===== src/rtl/core_sequencer.sv =====
// Multi-cycle FETCH/EXEC/MEM/WB sequencer for the RV32 core: owns pc and the instruction register.
// Optional performance counters are enabled with `define SEQ_PERF_EN.
module core_sequencer #(
   parameter logic [31:0] RESET_PC = 32'h8000_0000,
   parameter int unsigned TIMEOUT  = 255
) (
   input  logic        clk,
   input  logic        rst,
   output logic        ifu_req,
   output logic [31:0] ifu_addr,
   input  logic        ifu_rvalid,
   input  logic [31:0] ifu_rdata,
   output logic [31:0] inst,
   input  logic        load,
   input  logic        store,
   input  logic        en_Wreg,
   input  logic [31:0] next_pc,
   output logic        lsu_req,
   output logic        lsu_we,
   input  logic        lsu_done,
   output logic        reg_wen,
   output logic [31:0] pc,
   output logic        halted,
   output logic        error,
   output logic [31:0] perf_cycle,
   output logic [31:0] perf_retire
);

   localparam logic [31:0] EBREAK      = 32'h0010_0073;
   localparam logic [31:0] NOP         = 32'h0000_0013;
   localparam logic [7:0]  TIMEOUT_CNT = 8'(TIMEOUT);

   typedef enum logic [2:0] {
      S_FETCH = 3'd0,
      S_EXEC  = 3'd1,
      S_MEM   = 3'd2,
      S_WB    = 3'd3,
      S_HALT  = 3'd4,
      S_ERR   = 3'd5
   } state_t;

   state_t     state, state_nxt;
   logic [7:0] wait_cnt, wait_cnt_nxt;
   logic       misaligned;

   assign misaligned = |next_pc[1:0];

   // Handshake: a request stays high for the whole FETCH/MEM state; a response
   // (ifu_rvalid / lsu_done) is accepted only on a rising edge while in that state.
   always_comb begin
      state_nxt    = state;
      wait_cnt_nxt = wait_cnt;
      case (state)
         S_FETCH: begin
            if (ifu_rvalid) begin
               state_nxt    = S_EXEC;
               wait_cnt_nxt = 8'd0;
            end else if (wait_cnt == TIMEOUT_CNT) begin
               state_nxt = S_ERR;
            end else begin
               wait_cnt_nxt = wait_cnt + 8'd1;
            end
         end
         S_EXEC: begin
            if (inst == EBREAK)     state_nxt = S_HALT;
            else if (load || store) state_nxt = S_MEM;
            else                    state_nxt = S_WB;
         end
         S_MEM: begin
            if (lsu_done) begin
               state_nxt    = S_WB;
               wait_cnt_nxt = 8'd0;
            end else if (wait_cnt == TIMEOUT_CNT) begin
               state_nxt = S_ERR;
            end else begin
               wait_cnt_nxt = wait_cnt + 8'd1;
            end
         end
         S_WB:    state_nxt = misaligned ? S_ERR : S_FETCH;
         default: state_nxt = state;
      endcase
   end

   always_ff @(posedge clk or posedge rst) begin
      if (rst) begin
         state    <= S_FETCH;
         wait_cnt <= 8'd0;
         pc       <= RESET_PC;
         inst     <= NOP;
      end else begin
         state    <= state_nxt;
         wait_cnt <= wait_cnt_nxt;
         if (state == S_FETCH && ifu_rvalid) inst <= ifu_rdata;
         if (state == S_WB && !misaligned)   pc   <= next_pc;
      end
   end

   // HALT and ERR are terminal, so the status flags are sticky by construction.
   assign ifu_req  = (state == S_FETCH);
   assign ifu_addr = pc;
   assign lsu_req  = (state == S_MEM);
   assign lsu_we   = (state == S_MEM) && store;
   assign reg_wen  = (state == S_WB) && en_Wreg && !store;
   assign halted   = (state == S_HALT);
   assign error    = (state == S_ERR);

`ifdef SEQ_PERF_EN
   logic [31:0] cycle_q, retire_q;

   always_ff @(posedge clk or posedge rst) begin
      if (rst) begin
         cycle_q  <= 32'd0;
         retire_q <= 32'd0;
      end else begin
         if (state != S_HALT && state != S_ERR) cycle_q  <= cycle_q + 32'd1;
         if (state == S_WB && !misaligned)      retire_q <= retire_q + 32'd1;
      end
   end

   assign perf_cycle  = cycle_q;
   assign perf_retire = retire_q;
`else
   assign perf_cycle  = 32'd0;
   assign perf_retire = 32'd0;
`endif

endmodule


===== config.mk =====
export PLATFORM = sky130hd
export DESIGN_NAME = core_sequencer
export DESIGN_NICKNAME = d
export VERILOG_FILES = /design/src/rtl/core_sequencer.sv
export SDC_FILE = /design/constraint.sdc
export NUM_CORES = 1
export LEC_CHECK = 0
export BUFFER_PORTS_ARGS = -buffer_cell sky130_fd_sc_hd__buf_2
export CORE_ASPECT_RATIO = 1.25
export CORE_MARGIN = 2
export CORE_UTILIZATION = 44
export CTS_CLUSTER_SIZE = 24
export DETAILED_ROUTE_END_ITERATION = 6
export PLACE_DENSITY = 0.8
export REMOVE_ABC_BUFFERS = 1
export SLEW_MARGIN = 20
export SYNTH_ARGS = -nofsm -noshare
export SYNTH_HDL_FRONTEND = slang
export SYNTH_SLANG_ARGS = --single-unit

===== constraint.sdc =====
create_clock -name clk -period 3 [get_ports clk]
set_input_delay 0.3 -clock clk [delete_from_list [all_inputs] [get_ports clk]]
set_output_delay 0.3 -clock clk [all_outputs]
set_load 0.01 [all_outputs]

==> results of run 1 <==
-- synthesized netlist by cell type, types with 3 or more instances --
master and count:
nor4_1 4, mux2_1 8, nor2b_1 3, o31ai_1 5
buf_4 96, nor2_1 11, mux2_4 31, o21ai_0 5
mux2_2 24, dfstp_2 4, dfrtp_1 71, nand4_1 5
and2_1 3, buf_12 3, a21oi_1 8, nand2_1 6
buf_6 8
-- kinds of logic after synthesis --
group                      share of synthesized area [%]
DFF                                                45.78
buffers and inverters                              21.37
AOI/OAI and AO/OA                                  4.475
muxes                                              20.58
and+or+nand+nor                                    7.397
other                                            0.09124
adders and majority gates                         0.3044
-- worst min path at each step --
stage               startpoint           end  slack [ns]  cells after the start
floorplan                 load      state[0]        0.40                      1
global placement           rst  ifu_addr[18]        0.47                      2
detailed placement         rst  ifu_addr[30]        0.49                      2
CTS                        rst  ifu_addr[30]        0.13                      2
global route              load      state[0]        0.15                      2
finish                     rst  ifu_addr[30]        0.11                      2
-- per-stage QoR --
stage               utilization, %  worst slack, ns  hold slack, ns
finish                       52.75           0.8600          0.1053
global route                 52.75           0.7496          0.1511
CTS                          52.75           0.8468          0.1343
detailed placement           49.69           0.8471          0.4874
global placement             49.69           0.9365          0.4734
floorplan                        -           0.4533          0.3957
-- worst max-delay path, stage by stage, from the launching register on --
cell     delay, ns
dfrtp_1       0.52
nor3_4        0.26
and2_2        0.60
buf_4         0.32
mux2_4        0.32
-- registers in the layout, summed over array words and instances (netlist names) --
register / count
inst: 32
ifu_addr: 32
wait_cnt: 8
state: 3
-- layout make-up --
type,count,area share [%]
multi-input combinational,207,32.99
inverter,2,0.1560
clock inverter,6,0.8318
tap,123,3.197
clock buffer,10,4.965
sequential,75,39.10
timing repair buffer,176,18.77
-- report_power, final --
| part | leakage, nW | internal [W] | switching, W |
|---|---|---|---|
| clock network | 0.139 | 0.000581 | 0.000406 |
| logic | 1.48 | 0.00112 | 0.000973 |
| registers | 0.922 | 0.00150 | 0.000407 |
| total | 2.54 | 0.00319 | 0.00178 |
-- cell usage in the layout (no fill, tap or decap), drive strengths merged, types with 4 or more instances in the layout --
cell / Yosys / routed
clkinv: 0 / 4
conb: 1 / 64
o31ai: 5 / 5
nor4: 5 / 5
clkbuf: 0 / 10
dfrtp: 71 / 71
dfstp: 4 / 4
buf: 107 / 176
a21oi: 8 / 8
nor2: 11 / 11
nand4: 5 / 5
mux2: 63 / 63
o21ai: 5 / 5
nand2: 7 / 7
-- routing by layer --
layer	wire [µm]	share of wire, %	GRT usage [%]
met2	4155	52	27.17
met4	153	1.9	6.667
met3	618	7.7	4.362
met5	0	0	0
met1	3081	38	17.68
==> summary.txt, run 1 <==
Clock tree
  • Clk sink count: 75
  • CTS Root Cell: clkbuf_16
  • Cts bufs inserted: 9
  • Worst-path clk slew: 0.06 ns
  • Post-CTS Hold Fix Bufs: 0
  • H-tree depth: 3
  • Worst skew pair latency: 0.33 ns
  • # Post-CTS Setup Buffers: 0
  • Clk buf depth: 2
  • CTS tree: done
  • PostCTS Resize Cnt: 0

Critical path
  • Critical Path Source Type: flip-flop
  • End of the critical path: inst[10]
  • CP max FO: 21
  • Number of cells on the worst reg-to-reg path: 4
  • CP required: 3.21 ns
  • FF-to-FF End: inst[10]
  • Reg2Reg Setup Slack: 0.86 ns
  • Worst Path Arrival: 2.35 ns
  • Critical Path Source: state[0]
  • Crit path capture type: flip-flop
  • Crit path kind: flip-flop to flip-flop
  • FF-to-FF Start: state[0]

STA
  • Final hold violation count: 0
  • Max Slew Vio Count: 0
  • Worst Tran Pin Value: 0.7608 ns
  • Final period util: 71.33%
  • Final setup vio count: 0
  • Clock skew: 0.005877 ns
  • RSZ-0062 raised after global routing: false
  • Final min period: 2.140 ns
  • Slew margin rel.: 49.20%
  • Setup_tns: 0 ns
  • Fmax: 467.3 MHz

Logic synthesis
  • Avg Cell Area, Syn: 12.53 µm²
  • FFs w/ async S/R, synth: 100.0%
  • Cell Area, Synth: 4110 µm²
  • Register area share after synthesis: 45.78%
  • Synthesized flop and latch total: 75
  • Prevailing post-synth register cell: dfrtp_1
  • Yosys top cell area share: 43.23%
  • Library cells used by synthesis: 41
  • Post-synth EDFFs: 0
  • Area leader, netlist: dfrtp_1
  • Cells after synthesis: 328
  • YS warnings: 0
  • Largest cells by area after synthesis: dfrtp_1 (43%), buf_4 (18%), mux2_4 (11%)

Power
  • Leakage: 2.540 nW
  • Power density over the cells: 1034 nW/µm²
  • Peak ir drop on the vdd network: 0.4458 mV
  • PnR Total Power: 0.004978 W

Final layout
  • Post-Layout Cell Count: 599
  • Antenna fix cells: 0
  • Synthesis-to-finish area growth: 17.11%
  • Reg area: 1882 µm²
  • Fillers: 799
  • Fin area: 4813 µm²
  • Layout cells sized above 1: 54.20%
  • Final net count: 543
  • Multi-input gate area: 1588 µm²

Floorplan
  • Core ar.: 9125 µm²
  • Die X: 90.45 µm
  • Die area: 10140 µm²
  • Chip height: 112.1 µm
  • Initial core utilization: 45.04%
  • I/O pins: 237
  • # rows: 39

Route
  • Post-route ant nets: 0
  • Via density per instance: 4.546
  • WL/cell: 13.37 µm
  • Routed wire length: 8008 µm
  • DR iter-0 viols: 88
  • DR pass1 iterations: 7
  • Via count: 2723
  • Drt drc: 0

Status
  • Status: complete, no violations

Global routing
  • Total grt overflow: 0
  • First-pass GRT wire length: 12510 µm
  • Largest net degree at the start of global routing: 41
  • All-layer global routing usage: 15.48%
  • Number of global-route vias before repair: 2549
  • Initial antenna violation count: 0

Placed design
  • Placer congestion estimate: 0.7894
  • Post-DP HPWL: 6278 µm
  • Post-DP Area: 4534 µm²
  • Placed instance count: 583
  • IO buf count: 172

Hold path
  • HP Class: input pin to asynchronous set/reset pin

Flow run
  • Max-Cap Viols: 0
Note: power is estimated with default switching activity, not from simulation.
==> run 2: changes to the inputs <==
--- a/config.mk
+++ b/config.mk
@@ -5,13 +5,14 @@
 export SDC_FILE = /design/constraint.sdc
 export NUM_CORES = 1
 export LEC_CHECK = 0
+export ABC_AREA = 1
 export BUFFER_PORTS_ARGS = -buffer_cell sky130_fd_sc_hd__buf_2
 export CORE_ASPECT_RATIO = 1.25
 export CORE_MARGIN = 2
-export CORE_UTILIZATION = 44
+export CORE_UTILIZATION = 45
 export CTS_CLUSTER_SIZE = 24
 export DETAILED_ROUTE_END_ITERATION = 6
-export PLACE_DENSITY = 0.8
+export PLACE_DENSITY = 0.82
 export REMOVE_ABC_BUFFERS = 1
 export SLEW_MARGIN = 20
 export SYNTH_ARGS = -nofsm -noshare
==> constraint.sdc (replaced) <==
create_clock -name clk -period 2.1 [get_ports clk]
set_input_delay 0.21 -clock clk [delete_from_list [all_inputs] [get_ports clk]]
set_output_delay 0.21 -clock clk [all_outputs]
set_load 0.01 [all_outputs]
==> summary.txt, run 2 <==
Logic synthesis
  • Largest cells by area after synthesis: dfrtp_1 (43%), buf_4 (17%), nand2_1 (12%)
  • Count leader, synth: nand2_1
  • Yosys top cell area share: 43.02% (-0.21 points)
  • FFs w/ async S/R, synth: 100.0% (unchanged)
  • Combinational family with the most area after synthesis: buffers and inverters
  • Post-synth EDFFs: 0 (unchanged)
  • Complex-gate fraction of the synthesized area: 7.058% (+2.6 points)
  • Prevailing post-synth register cell: dfrtp_1
  • Synth Area in XOR/XNOR: 0.4241% (+0.42 points)
  • Post-synthesis mux area share: 3.090% (-17 points)
  • Avg Cell Area, Syn: 8.516 µm² (-32%)
  • Adder-Cell Fraction of Synth Area: 0.3029% (-0.0015 points)
  • Most instantiated cells after synthesis: nand2_1 (133), buf_4 (96), dfrtp_1 (71), nor2_1 (52), inv_1 (35)
  • Simple-gate share of the synthesized area: 19.87% (+12 points)
  • Library cells used by synthesis: 32 (-22%)
  • YS warnings: 0 (unchanged)
  • Cell Area, Synth: 4130 µm² (+0.49%)
  • Cells after synthesis: 485 (+48%)
  • Synthesized flop and latch total: 75 (unchanged)
  • Register area share after synthesis: 45.56% (-0.22 points)
  • Area leader, netlist: dfrtp_1

Final layout
  • Fillers: 823 (+3.0%)
  • Most common cell after layout, fill and taps aside: buf_2
  • Final Core Density: 54.59% (+1.8 points)
  • Post-Layout Cell Count: 756 (+26%)
  • Layout cells sized above 1: 37.76% (-16 points)
  • Final net count: 700 (+29%)
  • Multi-input gate area: 1510 µm² (-4.9%)
  • Most frequent cells in the layout: buf_2 (172), nand2_1 (133), dfrtp_1 (71), conb_1 (64), nor2_1 (52)
  • Reg area: 1882 µm² (unchanged)
  • Antenna fix cells: 0 (unchanged)
  • Synthesis-to-finish area growth: 19.33%

STA
  • Final hold violation count: 0 (unchanged)
  • Final period util: 85.16%
  • Fmax: 559.2 MHz
  • Setup_tns: 0 ns (unchanged)
  • Max Slew Vio Count: 0 (unchanged)
  • Final setup vio count: 0 (unchanged)
  • Final min period: 1.788 ns
  • Slew margin rel.: 65.86% (+17 points)
  • Worst Tran Pin Value: 0.5113 ns (-0.2495 ns)
  • Clock skew: 0.005341 ns (-0.0005356 ns)
  • RSZ-0062 raised after global routing: false

Critical path
  • Critical Path Source Type: flip-flop
  • Crit path capture type: output port
  • CP max FO: 7 (-67%)
  • CP required: 1.89 ns (-1.32 ns)
  • Worst Path Arrival: 1.58 ns (-0.77 ns)
  • Crit path kind: flip-flop to output port

Power
  • Leakage: 2.965 nW (+17%)
  • Peak ir drop on the vdd network: 0.3768 mV (-15%)
  • PnR Total Power: 0.003075 W (-38%)
  • Power density over the cells: 623.8 nW/µm² (-40%)

Floorplan
  • # rows: 39 (unchanged)
  • Die area: 9965 µm² (-1.7%)
  • I/O pins: 237 (unchanged)
  • Chip height: 111.1 µm (-0.85%)
  • Initial core utilization: 45.75% (+0.71 points)
  • Core ar.: 9027 µm² (-1.1%)
  • Die X: 89.69 µm (-0.83%)

Placed design
  • Placer congestion estimate: 0.7993 (+1.3%)
  • Post-DP HPWL: 6658 µm (+6.1%)
  • Placed instance count: 739 (+27%)
  • IO buf count: 172 (unchanged)

Route
  • Routed wire length: 8764 µm (+9.4%)
  • DR pass1 iterations: 4 (-3)
  • Post-route ant nets: 0 (unchanged)
  • Drt drc: 0 (unchanged)
  • WL/cell: 11.59 µm (-13%)
  • Via density per instance: 4.374 (-3.8%)
  • DR iter-0 viols: 149 (+69%)
  • Via count: 3307 (+21%)

Status
  • Status: complete, no violations

Clock tree
  • Cts bufs inserted: 9 (unchanged)
  • Worst-path clk slew: 0.06 ns (about the same)
  • CTS tree: done
  • H-tree depth: 3 (unchanged)
  • Clk sink count: 75 (unchanged)
  • Clk buf depth: 2 (unchanged)
  • Worst skew pair latency: 0.33 ns (about the same)
  • CTS Root Cell: clkbuf_16

Hold path
  • HP Class: input pin to flip-flop

Global routing
  • First-pass GRT wire length: 13460 µm (+7.6%)
  • All-layer global routing usage: 17.72% (+2.2 points)
  • Total grt overflow: 0 (unchanged)
  • Initial antenna violation count: 1 (+1)
  • Largest net degree at the start of global routing: 46 (+12%)
  • Number of global-route vias before repair: 3027 (+19%)

Flow run
  • Max-Cap Viols: 0 (unchanged)
==> run 2: cell count changes after synthesis, sizes merged, moves of 5 or more <==
cell	delta
a21oi	+24
nand4	-5
inv	+39
nor2	+42
nor4	-5
nand2	+131
o31ai	-5
mux2	-53
==> run 2: timing repair <==
item | 4_1_cts | 5_1_grt
endpoints found under the hold margin | 71 | 0
endpoints found under the setup margin | 0 | 0
hold buffers | 1 | 0
setup buffers | 0 | 0
resized for setup | 0 | 0
==> run 2: worst paths after layout <==
kind	from	end	slack (ns)	cells after the start
setup / recovery	state[2]	lsu_we	0.31	4
hold / removal	next_pc[24]	ifu_addr[24]	0.07	3
setup reg to reg	state[0]	inst[6]	0.40	6
hold reg to reg	ifu_addr[31]	ifu_addr[31]	0.48	2
max in group asynchronous	rst	inst[1]	1.26	4
min in group asynchronous	rst	ifu_addr[23]	0.33	3
==> run 2: worst max-delay path, stage by stage (launching register included) <==
cell and delay, ns:
dfrtp_1 0.50, nor3_4 0.35, inv_1 0.15, nor2_1 0.11, buf_2 0.13
==> run 2: routing by layer <==
layer,global-route usage (%),vias to the layer above,wire [µm]
li1,-,1613,-
met1,19.94,1478,3348
met2,28.92,186,4227
met3,4.170,28,824
met4,11.64,2,353
met5,0,-,11
==> run 2: layout make-up <==
class,instances,area share (%)
clock buffer,11,5.128
clock inverter,5,0.7108
inverter,41,3.173
multi-input combinational,324,30.64
sequential,75,38.18
tap,123,3.123
timing repair buffer,177,19.04
==> run 2: stage by stage <==
step	cell area, µm²	hold WS [ns]	setup WS, ns
after global routing	4928	0.06727	0.2672
after CTS	4928	0.05384	0.3157
final	4928	0.06924	0.3117
after detailed placement	4631	0.09390	0.4393
after floorplan	3548	0.3018	-0.01336
after global placement	4631	0.09208	0.4884
==> run 2: cells by family (layout without fill, tap and decap cells) <==
| kind of cell | count (synthesis) | count (layout) |
|---|---|---|
| flops | 75 | 75 |
| buf+inv | 149 | 234 |
| other cells | 1 | 64 |
| xor+xnor | 2 | 2 |
| compound gates | 44 | 44 |
| simple gates | 203 | 203 |
| mux | 10 | 10 |
| fa+ha+maj | 1 | 1 |
==> run 2: where the power goes <==
group | switching, W | total [W] | leakage (nW) | internal, W
clock network | 0.000585 | 0.00145 | 0.142 | 0.000865
registers | 0.00000172 | 0.00145 | 0.867 | 0.00145
logic | 0.000114 | 0.000175 | 1.96 | 0.0000608
total | 0.000701 | 0.00307 | 2.97 | 0.00237
